`src/rtl/qphase_to_iq_pkg.sv`:
```
// Shared constants for the phase -> I/Q CORDIC: quantized pi values, CORDIC gain, arctangent table, FSM states.
// Angles are Q.BITS radians; the arctangent table is quantized at the internal (QBITS+GUARD) precision.
package qphase_to_iq_pkg;

    localparam int  BITS          = 10;
    localparam real PI_REAL       = 3.14159265358979;
    localparam real CORDIC_K_REAL = 0.6072529350;

    typedef enum logic [1:0] {
        S_IDLE,
        S_ROT,
        S_WRITE
    } state_t;

    // Truncating quantization, matching how the upstream arctan stage derives its pi constants.
    function automatic int quantize_f(real v, int bits);
        return $rtoi(v * real'(longint'(1) << bits));
    endfunction

    function automatic int round_pos_f(real v, int bits);
        return $rtoi(v * real'(longint'(1) << bits) + 0.5);
    endfunction

    localparam int PI_Q      = quantize_f(PI_REAL, BITS);
    localparam int HALF_PI_Q = quantize_f(PI_REAL / 2.0, BITS);
    localparam int TWO_PI_Q  = 2 * PI_Q;

    function automatic real atan_pow2(int i);
        case (i)
            0:       return 0.7853981633974483;
            1:       return 0.4636476090008061;
            2:       return 0.24497866312686414;
            3:       return 0.12435499454676144;
            4:       return 0.06241880999595735;
            5:       return 0.031239833430268277;
            6:       return 0.015623728620476831;
            7:       return 0.007812341060101111;
            8:       return 0.0039062301319669718;
            9:       return 0.0019531225164788188;
            10:      return 0.0009765621895593195;
            11:      return 0.0004882812111948983;
            12:      return 0.00024414062014936177;
            13:      return 0.00012207031189367021;
            14:      return 0.00006103515617420877;
            default: return 0.000030517578115526096;
        endcase
    endfunction

    function automatic logic [15:0][31:0] atan_table(int bits);
        logic [15:0][31:0] t;
        for (int i = 0; i < 16; i++) begin
            t[i] = 32'(round_pos_f(atan_pow2(i), bits));
        end
        return t;
    endfunction

endpackage

```
`src/rtl/qphase_to_iq_rot.sv`:
```
// One CORDIC micro-rotation in rotation mode: steer (x,y) toward the residual angle z by +/-atan(2^-i).
// Purely combinational; the caller registers the result.
module cordic_rot_stage (
    input  logic signed [31:0] x,
    input  logic signed [31:0] y,
    input  logic signed [31:0] z,
    input  logic        [4:0]  i,
    input  logic signed [31:0] atan_i,
    output logic signed [31:0] x_nx,
    output logic signed [31:0] y_nx,
    output logic signed [31:0] z_nx
);

    logic signed [31:0] x_sh;
    logic signed [31:0] y_sh;

    assign x_sh = x >>> i;
    assign y_sh = y >>> i;

    always_comb begin
        if (z >= 0) begin
            x_nx = x - y_sh;
            y_nx = y + x_sh;
            z_nx = z - atan_i;
        end else begin
            x_nx = x + y_sh;
            y_nx = y - x_sh;
            z_nx = z + atan_i;
        end
    end

endmodule

```
`src/rtl/qphase_to_iq.sv`:
```
// Phase word -> (cos, sin) via iterative CORDIC, one sample per ITERS+2 cycles, I/Q written in lockstep.
// Optional QPHASE_ACCUM_EN: input is a phase increment integrated into a wrapped phase accumulator.
module qphase_to_iq
    import qphase_to_iq_pkg::*;
#(
    parameter int QBITS = BITS,
    parameter int ITERS = 14,
    parameter int GUARD = 4
) (
    input  logic               clock,
    input  logic               reset,
    output logic               in_rd_en,
    input  logic               in_empty,
    input  logic signed [31:0] in_dout,
    output logic               outI_wr_en,
    input  logic               outI_full,
    output logic signed [31:0] outI_din,
    output logic               outQ_wr_en,
    input  logic               outQ_full,
    output logic signed [31:0] outQ_din
);

    localparam logic signed [31:0] PI_L     = 32'(quantize_f(PI_REAL, QBITS));
    localparam logic signed [31:0] HALF_L   = 32'(quantize_f(PI_REAL / 2.0, QBITS));
    localparam logic signed [31:0] K_L      = 32'(round_pos_f(CORDIC_K_REAL, QBITS + GUARD));
    localparam logic signed [31:0] HALF_LSB = 32'sd1 <<< (GUARD - 1);
    localparam logic [15:0][31:0]  ATAN_L   = atan_table(QBITS + GUARD);

    state_t             state, state_nx;
    logic signed [31:0] x, y, z;
    logic signed [31:0] x_nx, y_nx, z_nx;
    logic        [4:0]  iter;
    logic               neg;
    logic               wr;
    logic signed [31:0] phase;
    logic signed [31:0] z_ld;
    logic               neg_ld;
    logic signed [31:0] i_rnd, q_rnd;

`ifdef QPHASE_ACCUM_EN
    localparam logic signed [31:0] TWO_PI_L = 2 * PI_L;
    logic signed [31:0] acc;
    logic signed [31:0] acc_sum;

    always_comb begin
        acc_sum = acc + in_dout;
        phase   = acc_sum;
        if (acc_sum > PI_L) begin
            phase = acc_sum - TWO_PI_L;
        end else if (acc_sum < -PI_L) begin
            phase = acc_sum + TWO_PI_L;
        end
    end

    always_ff @(posedge clock or posedge reset) begin
        if (reset) begin
            acc <= '0;
        end else if (in_rd_en) begin
            acc <= phase;
        end
    end
`else
    assign phase = in_dout;
`endif

    // Fold outer half-plane onto [-pi/2, pi/2]; the rotation by pi becomes a final negation.
    always_comb begin
        z_ld   = phase;
        neg_ld = 1'b0;
        if (phase > HALF_L) begin
            z_ld   = phase - PI_L;
            neg_ld = 1'b1;
        end else if (phase < -HALF_L) begin
            z_ld   = phase + PI_L;
            neg_ld = 1'b1;
        end
    end

    cordic_rot_stage u_rot (
        .x      (x),
        .y      (y),
        .z      (z),
        .i      (iter),
        .atan_i (ATAN_L[iter[3:0]]),
        .x_nx   (x_nx),
        .y_nx   (y_nx),
        .z_nx   (z_nx)
    );

    always_comb begin
        state_nx = state;
        in_rd_en = 1'b0;
        wr       = 1'b0;
        case (state)
            S_IDLE: begin
                if (!in_empty && !reset) begin
                    in_rd_en = 1'b1;
                    state_nx = S_ROT;
                end
            end
            S_ROT: begin
                if (iter == 5'(ITERS - 1)) begin
                    state_nx = S_WRITE;
                end
            end
            S_WRITE: begin
                if (!outI_full && !outQ_full) begin
                    wr       = 1'b1;
                    state_nx = S_IDLE;
                end
            end
            default: state_nx = S_IDLE;
        endcase
    end

    always_ff @(posedge clock or posedge reset) begin
        if (reset) begin
            state <= S_IDLE;
            x     <= '0;
            y     <= '0;
            z     <= '0;
            iter  <= '0;
            neg   <= 1'b0;
        end else begin
            state <= state_nx;
            if (in_rd_en) begin
                x    <= K_L;
                y    <= '0;
                z    <= z_ld <<< GUARD;
                neg  <= neg_ld;
                iter <= '0;
            end else if (state == S_ROT) begin
                x    <= x_nx;
                y    <= y_nx;
                z    <= z_nx;
                iter <= iter + 5'd1;
            end
        end
    end

    assign i_rnd = (x + HALF_LSB) >>> GUARD;
    assign q_rnd = (y + HALF_LSB) >>> GUARD;

    assign outI_wr_en = wr;
    assign outQ_wr_en = wr;
    assign outI_din   = wr ? (neg ? -i_rnd : i_rnd) : '0;
    assign outQ_din   = wr ? (neg ? -q_rnd : q_rnd) : '0;

endmodule

```
`config.mk`:
```
export PLATFORM = sky130hd
export DESIGN_NAME = qphase_to_iq
export DESIGN_NICKNAME = d
export VERILOG_FILES = /design/src/rtl/qphase_to_iq_pkg.sv /design/src/rtl/qphase_to_iq_rot.sv /design/src/rtl/qphase_to_iq.sv
export SDC_FILE = /design/constraint.sdc
export NUM_CORES = 1
export LEC_CHECK = 0
export BUFFER_PORTS_ARGS = -buffer_cell sky130_fd_sc_hd__buf_2
export CAP_MARGIN = 20
export CORE_UTILIZATION = 55
export DETAILED_ROUTE_END_ITERATION = 6
export GPL_TIMING_DRIVEN = 0
export HOLD_SLACK_MARGIN = 0.1
export PLACE_DENSITY = 0.75
export REMOVE_ABC_BUFFERS = 1
export SETUP_SLACK_MARGIN = 0.02
export SLEW_MARGIN = 20
export SYNTH_ARGS = -nofsm -noshare
export SYNTH_HDL_FRONTEND = slang
export SYNTH_HIERARCHICAL = 1
export SYNTH_SLANG_ARGS = --single-unit
```
`constraint.sdc`:
```
create_clock -name clock -period 9.5 [get_ports clock]
set_input_delay 2.85 -clock clock [delete_from_list [all_inputs] [get_ports clock]]
set_output_delay 2.85 -clock clock [all_outputs]
set_load 0.02 [all_outputs]
```
==> PnR_summary.wiki, run 1 <==
{| class="wikitable"
! Metric !! Value
|-
| Final hold vios || 0
|-
| Setup Viol. Count Final || 0
|-
| Path type of the worst setup path || in2out
|-
| Min-Delay Path Depth || 2
|-
| Number of buffer cells added on primary ports || 103
|-
| Post-CTS setup-driven buffer insertion count || 0
|-
| Clock net sink count || between 100 and 150
|-
| Most used flip-flop cell after synthesis || sky130_fd_sc_hd__dfrtp_1
|-
| Detailed-route wire length || 63600 µm
|-
| Biggest area consumer among synthesized cells || sky130_fd_sc_hd__dfrtp_1
|-
| CTS buffer count || 9
|-
| Clk Tree Root Cell || sky130_fd_sc_hd__clkbuf_16
|-
| Worst slew pin tran || 1.21 ns
|-
| FF-to-FF End || y[31]
|-
| Worst setup slack after placement || 1.02 ns
|-
| Hold buffer count at CTS || 0
|-
| Final critical path time including I/O delays and setup || approximately 8.5 ns
|-
| Post-synthesis sequential area ratio || 12.8%
|-
| Max cap viols || 0
|-
| Chip width || 194 µm
|-
| Most frequently used cell type in the post-synthesis netlist || sky130_fd_sc_hd__nand2_1
|-
| Antenna viol nets, final || 0
|-
| Core Rows || 70
|-
| Class of the tightest hold or removal check || reg2reg
|-
| Final clock skew || 0.00910 ns
|-
| Run status || finished, final reports clean
|-
| Top layer reached by signal wires || met4
|-
| Routed wire length on met2 || 30800 µm
|-
| Grt ovf || 0
|-
| TritonRoute pass-1 iters || 5
|-
| List of most frequent post-synthesis cells || sky130_fd_sc_hd__nand2_1 (389), sky130_fd_sc_hd__nor2_1 (181), sky130_fd_sc_hd__xnor2_1 (167), sky130_fd_sc_hd__a21oi_1 (154), sky130_fd_sc_hd__o21ai_0 (153)
|-
| Register bit total from synthesis || 104
|-
| Setup Total Neg Slack || 0 ns
|-
| Initial cell density of the core || between 50% and 60%
|-
| Drt initial violations || around 1600
|-
| Number of distinct library cells after synthesis || 103
|-
| Number of global-route vias before repair || roughly 20000
|-
| Core ar. || 36400 µm²
|-
| Final worst path period share || 89.6%
|-
| Antenna Diode Count || 0
|-
| Insertion delay of the later-clocked pin in the worst-skew pair || 0.38 ns
|-
| Maximum number of pins on one net before global-route repair || 85
|-
| Clk pin slew, worst setup/hold paths || 0.07 ns
|-
| Achievable clock frequency || 118 MHz
|-
| Top-Level Pins || 104
|-
| Largest fanout on the critical path || 43
|-
| Fraction of post-synthesis cell area in the top cell type by area || between 10% and 20%
|-
| DRC errors left || 0
|-
| Asr flop ratio synth || 100%
|-
| Relative area change from synthesis to final layout || 5.71%
|-
| Count of filler cells inserted in the layout || 3429
|-
| Gr usage total || about a third
|-
| Initial antenna violation count || 0
|-
| First-pass GRT wire length || ~100000 µm
|-
| Mapped cell area || 20300 µm²
|-
| Setup ws final || 0.992 ns
|-
| Warnings, synthesis || 6
|-
| Avg Synthesized Cell Area || 7.53 µm²
|-
| Final core utilization || 58.9%
|-
| CP cell instances || buf_2 -> or3_2 -> buf_12 -> inv_1 -> nand2_1 -> inv_1 -> nand2_1 -> o221a_2 -> o211ai_1 -> buf_2
|-
| Mean routed wirelength per cell || 20.0 µm
|-
| Total vias in the final route || 20900
|-
| Number of vias per cell || roughly 6.6
|-
| Largest cells by area after synthesis || sky130_fd_sc_hd__dfrtp_1 (13%), sky130_fd_sc_hd__mux4_2 (8.0%), sky130_fd_sc_hd__xnor2_1 (7.2%), sky130_fd_sc_hd__nand2_1 (7.2%), sky130_fd_sc_hd__ha_1 (7.1%)
|-
| Layout net count || 2866
|-
| Clock Path Buffers || 2
|-
| Dpl cells || between 3000 and 4000
|-
| Hold_sp || z[0]
|-
| Total Die Area || 37700 µm²
|-
| Worst path required time || around 6.7 ns
|-
| Crit path max-delay cell type || sky130_fd_sc_hd__inv_1
|-
| Layout cells sized above 1 || 11.7%
|-
| R2R cell count || 22
|-
| Detail Placement HPWL || 47900 µm
|-
| Gates resized, CTS repair || 0
|-
| Final count of pins violating max slew || 0
|-
| Depth of the CTS H-tree || 3
|-
| CP peak stage delay || 0.65 ns
|-
| Sum of routed wire segments on met1 || 25900 µm
|-
| R2r setup slk || between 2 and 2.5 ns
|-
| Detailed-routed wire length on met3 || 4060 µm
|-
| Number of non-filler instances in the completed layout || 3183
|-
| Height of the die || 194 µm
|-
| Synthesized instance count || 2697
|-
| Number of synthesized flops with an enable pin || 0
|-
| Setup repair after global routing missed its margin || false
|-
| Element type at the critical path start || input port
|-
| Remaining max-slew budget at the tightest pin || between 10% and 20%
|-
| End point of the most critical hold path || z[0]
|-
| Setup crit end kind || primary output
|-
| Clock tree from TritonCTS || yes
|-
| GP Congestion || 1.00
|-
| Start of the worst register-to-register path || iter[2]
|-
| Arrival @ worst endpoint || 5.66 ns
|}
[how the worst max path moves through the flow]
stage / start / end / slack [ns] / cells after the start
final: outQ_full / outI_din[24] / 0.99 / 10
after global routing: outQ_full / outI_din[24] / 0.84 / 10
after CTS: outQ_full / outI_din[24] / 1.02 / 10
after detailed placement: outQ_full / outI_din[24] / 1.02 / 10
after global placement: reset / in_rd_en / -0.90 / 4
after floorplan: outQ_full / outQ_din[29] / 1.10 / 6
[cells by family after synthesis]
logic type                 synth area share, %
AOI/OAI and AO/OA                         23.4
adders and majority gates                 7.44
muxes                                     12.6
xor gates and xnor gates                  11.6
other                                   0.0185
buffers and inverters                     5.13
DFF                                       12.8
and+or+nand+nor                           27.0
[critical path: cells and delay by family]
kind	cells	cell delay, ns
compound gates	2	0.33
buf+inv	5	1.40
simple gates	3	1.02
[area by class of cell]
class	count	area [µm²]	share of cell area (%)
Multi-Input combinational cell	2415	16900	78.7
Tap cell	468	586	2.73
Clock inverter	5	56.3	0.262
Sequential cell	104	2620	12.2
Timing Repair Buffer	117	828	3.86
Clock buffer	11	243	1.13
Inverter	63	241	1.13
[registers in the layout (all words and copies together) (netlist names)]
register / cells
iter: 5
neg: 1
state: 2
x: 32
y: 32
z: 32
[layer usage]
layer,global-route usage [%],vias to the layer above
li1,-,9980
met1,40.9,9966
met2,57.8,808
met3,3.86,165
met4,16.2,0
met5,0,-
[metrics by stage]
step	area [µm²]	hold slack, ns
floorplan	19700	0.475
global placement	20800	0.508
detailed placement	21200	0.512
CTS	21500	0.532
global route	21500	0.574
finish	21500	0.534
[cells in the final DEF (no fill, tap or decap), types with 57 or more instances in the layout]
master / Yosys / final
sky130_fd_sc_hd__nor3_1: 67 / 66
sky130_fd_sc_hd__xnor2_1: 167 / 167
sky130_fd_sc_hd__o21ai_0: 153 / 153
sky130_fd_sc_hd__xor2_1: 103 / 103
sky130_fd_sc_hd__nor2_1: 181 / 180
sky130_fd_sc_hd__ha_1: 116 / 116
sky130_fd_sc_hd__a21oi_1: 154 / 154
sky130_fd_sc_hd__nand3_1: 143 / 143
sky130_fd_sc_hd__buf_2: 32 / 103
sky130_fd_sc_hd__inv_1: 59 / 57
sky130_fd_sc_hd__dfrtp_1: 104 / 97
sky130_fd_sc_hd__nand2_1: 389 / 389
sky130_fd_sc_hd__mux4_2: 72 / 72
Power of run 1 is not shown: default switching activity piles up to over one toggle a cycle in this logic, so the estimate is an artifact.
==> run 2, diff against run 1 <==
Settings changed: PLACE_DENSITY 0.75 to 0.78.
Clock period 9.5 ns to 6.8 ns, I/O delays scaled along.
==> PnR_summary.wiki, run 2 (synthesized netlist as in run 1, its figures left out) <==
{| class="wikitable"
! Metric !! Value
|-
| Relative area change from synthesis to final layout || 6.39%
|-
| Final worst path period share || a little over nine tenths
|-
| GP Congestion || 0.968 (-3.2%)
|-
| Element type at the critical path start || register
|-
| First-pass GRT wire length || 105000 µm (+1.7%)
|-
| DRC errors left || 0 (unchanged)
|-
| Height of the die || 194 µm (unchanged)
|-
| Detailed-route wire length || 65200 µm (+2.6%)
|-
| Min-Delay Path Depth || 2 (unchanged)
|-
| Setup crit end kind || register
|-
| Final clock skew || 0.0141 ns (+0.00502 ns)
|-
| Maximum number of pins on one net before global-route repair || 84 (-1.2%)
|-
| Leading cell type in the layout, fill and taps excluded || sky130_fd_sc_hd__nand2_1
|-
| Chip width || 194 µm (unchanged)
|-
| Drt initial violations || 1925 (+21%)
|-
| Number of buffer cells added on primary ports || 103 (unchanged)
|-
| Core ar. || 36400 µm² (unchanged)
|-
| Largest fanout on the critical path || 61 (+42%)
|-
| Final core utilization || 59.3% (+0.38 points)
|-
| CTS buffer count || 9 (unchanged)
|-
| Core Rows || 70 (unchanged)
|-
| Depth of the CTS H-tree || 3 (unchanged)
|-
| Mean routed wirelength per cell || 20.5 µm (+2.4%)
|-
| Worst slew pin tran || 0.969 ns (-0.237 ns)
|-
| Clock net sink count || 104 (unchanged)
|-
| Setup repair after global routing missed its margin || false
|-
| Number of vias per cell || 6.65 (+1.3%)
|-
| Total Die Area || 37700 µm² (unchanged)
|-
| Clock Path Buffers || 2 (unchanged)
|-
| Initial cell density of the core || 55.7% (unchanged)
|-
| Insertion delay of the later-clocked pin in the worst-skew pair || 0.40 ns (+0.02 ns)
|-
| Remaining max-slew budget at the tightest pin || 35.2% (+16 points)
|-
| Grt ovf || 0 (unchanged)
|-
| Clock tree from TritonCTS || yes
|-
| Dpl cells || 3169 (+0.063%)
|-
| Final hold vios || 0 (unchanged)
|-
| Number of non-filler instances in the completed layout || 3188 (+0.16%)
|-
| Top library cells by usage in the layout, fill and taps aside || sky130_fd_sc_hd__nand2_1 (389), sky130_fd_sc_hd__nor2_1 (180), sky130_fd_sc_hd__xnor2_1 (167)
|-
| Max cap viols || 0 (unchanged)
|-
| Total vias in the final route || 21200 (+1.4%)
|-
| Run status || finished, final reports clean
|-
| Antenna Diode Count || 0 (unchanged)
|-
| Gr usage total || 34.0% (+0.71 points)
|-
| Hold buffer count at CTS || 0 (unchanged)
|-
| Final count of pins violating max slew || 0 (unchanged)
|-
| Setup ws final || 0.311 ns (-0.681 ns)
|-
| Largest registers || x x32, y x32, z x32
|-
| Class of the tightest hold or removal check || reg2reg
|-
| Initial antenna violation count || 0 (unchanged)
|-
| Path type of the worst setup path || reg2reg
|-
| Layout cells sized above 1 || 12.2% (+0.49 points)
|-
| Number of global-route vias before repair || 19800 (+0.086%)
|-
| Clk pin slew, worst setup/hold paths || 0.08 ns (about the same)
|-
| Layout net count || 2871 (+0.17%)
|-
| Achievable clock frequency || 154 MHz
|-
| Detail Placement HPWL || 48000 µm (+0.27%)
|-
| Setup Viol. Count Final || 0 (unchanged)
|-
| TritonRoute pass-1 iters || 6 (+1)
|-
| Arrival @ worst endpoint || 6.79 ns (+1.13 ns)
|-
| R2r setup slk || 0.31 ns (-1.78 ns)
|-
| Antenna viol nets, final || 0 (unchanged)
|-
| Worst path required time || 7.11 ns (+0.46 ns)
|-
| R2R cell count || 25 (+14%)
|-
| Clk Tree Root Cell || sky130_fd_sc_hd__clkbuf_16
|-
| Final critical path time including I/O delays and setup || 6.49 ns
|-
| Top-Level Pins || 104 (unchanged)
|-
| Worst setup slack after placement || -0.531 ns (-1.55 ns)
|}
## run 2: final cells by class
| class | instances | area [µm²] |
|---|---|---|
| Clock inverter | 7 | 48.8 |
| Tap cell | 468 | 586 |
| Timing Repair Buffer | 122 | 953 |
| Multi-Input combinational cell | 2415 | 16900 |
| Inverter | 63 | 248 |
| Clock buffer | 9 | 225 |
| Fill cell | 3330 | 14800 |
| Sequential cell | 104 | 2620 |
## run 2: worst max-delay path: stages (launching register included)
cell and delay (ns):
sky130_fd_sc_hd__dfrtp_4 0.54, sky130_fd_sc_hd__buf_16 0.32, sky130_fd_sc_hd__mux4_2 0.56, sky130_fd_sc_hd__mux2i_2 0.38
sky130_fd_sc_hd__mux2_2 0.23, sky130_fd_sc_hd__o211ai_1 0.22, sky130_fd_sc_hd__inv_1 0.15, sky130_fd_sc_hd__ha_1 0.18
sky130_fd_sc_hd__nand3_1 0.14, sky130_fd_sc_hd__or3_1 0.47, sky130_fd_sc_hd__or2_1 0.28, sky130_fd_sc_hd__o21ai_0 0.20
sky130_fd_sc_hd__xor2_1 0.22, sky130_fd_sc_hd__ha_1 0.34, sky130_fd_sc_hd__a21o_1 0.23, sky130_fd_sc_hd__a211oi_1 0.31
sky130_fd_sc_hd__o21a_1 0.21, sky130_fd_sc_hd__o31a_1 0.17, sky130_fd_sc_hd__a21oi_1 0.09, sky130_fd_sc_hd__nand2_1 0.13
sky130_fd_sc_hd__nand2_1 0.07, sky130_fd_sc_hd__or2_2 0.31, sky130_fd_sc_hd__a21o_1 0.21, sky130_fd_sc_hd__xor2_2 0.23
sky130_fd_sc_hd__nand2_1 0.10, sky130_fd_sc_hd__o31ai_1 0.08
## run 2: metal layers
metal	vias up	share of wire (%)	track usage, %
met5	-	0	0
met4	0	4.7	16.7
met3	180	6.5	3.10
met2	922	48	58.2
met1	10100	41	43.0
li1	10000	-	-
## run 2: what timing repair did
item	CTS	global route
setup buffers	0	3
pin swaps	0	0
resized for setup	3	7
gates cloned	0	0
setup endpoints to repair	16	12
## run 2: worst paths after layout
check | endpoint | from
setup / recovery | x[25] | iter[1]
hold / removal | z[4] | z[4]
setup reg to reg | x[25] | iter[1]
hold reg to reg | z[4] | z[4]
max in group asynchronous | iter[3] | reset
min in group asynchronous | x[4] | reset
## run 2: stage by stage
stage / TNS [ns] / hold slack [ns] / instance area, µm²
after floorplan: -35.56 / 0.475 / 19700
after global placement: -214.89 / 0.502 / 20800
after detailed placement: -2.72 / 0.511 / 21200
after CTS: 0 / 0.533 / 21500
after global routing: 0 / 0.557 / 21600
final: 0 / 0.540 / 21600
Power of run 2 is left out for the same reason.
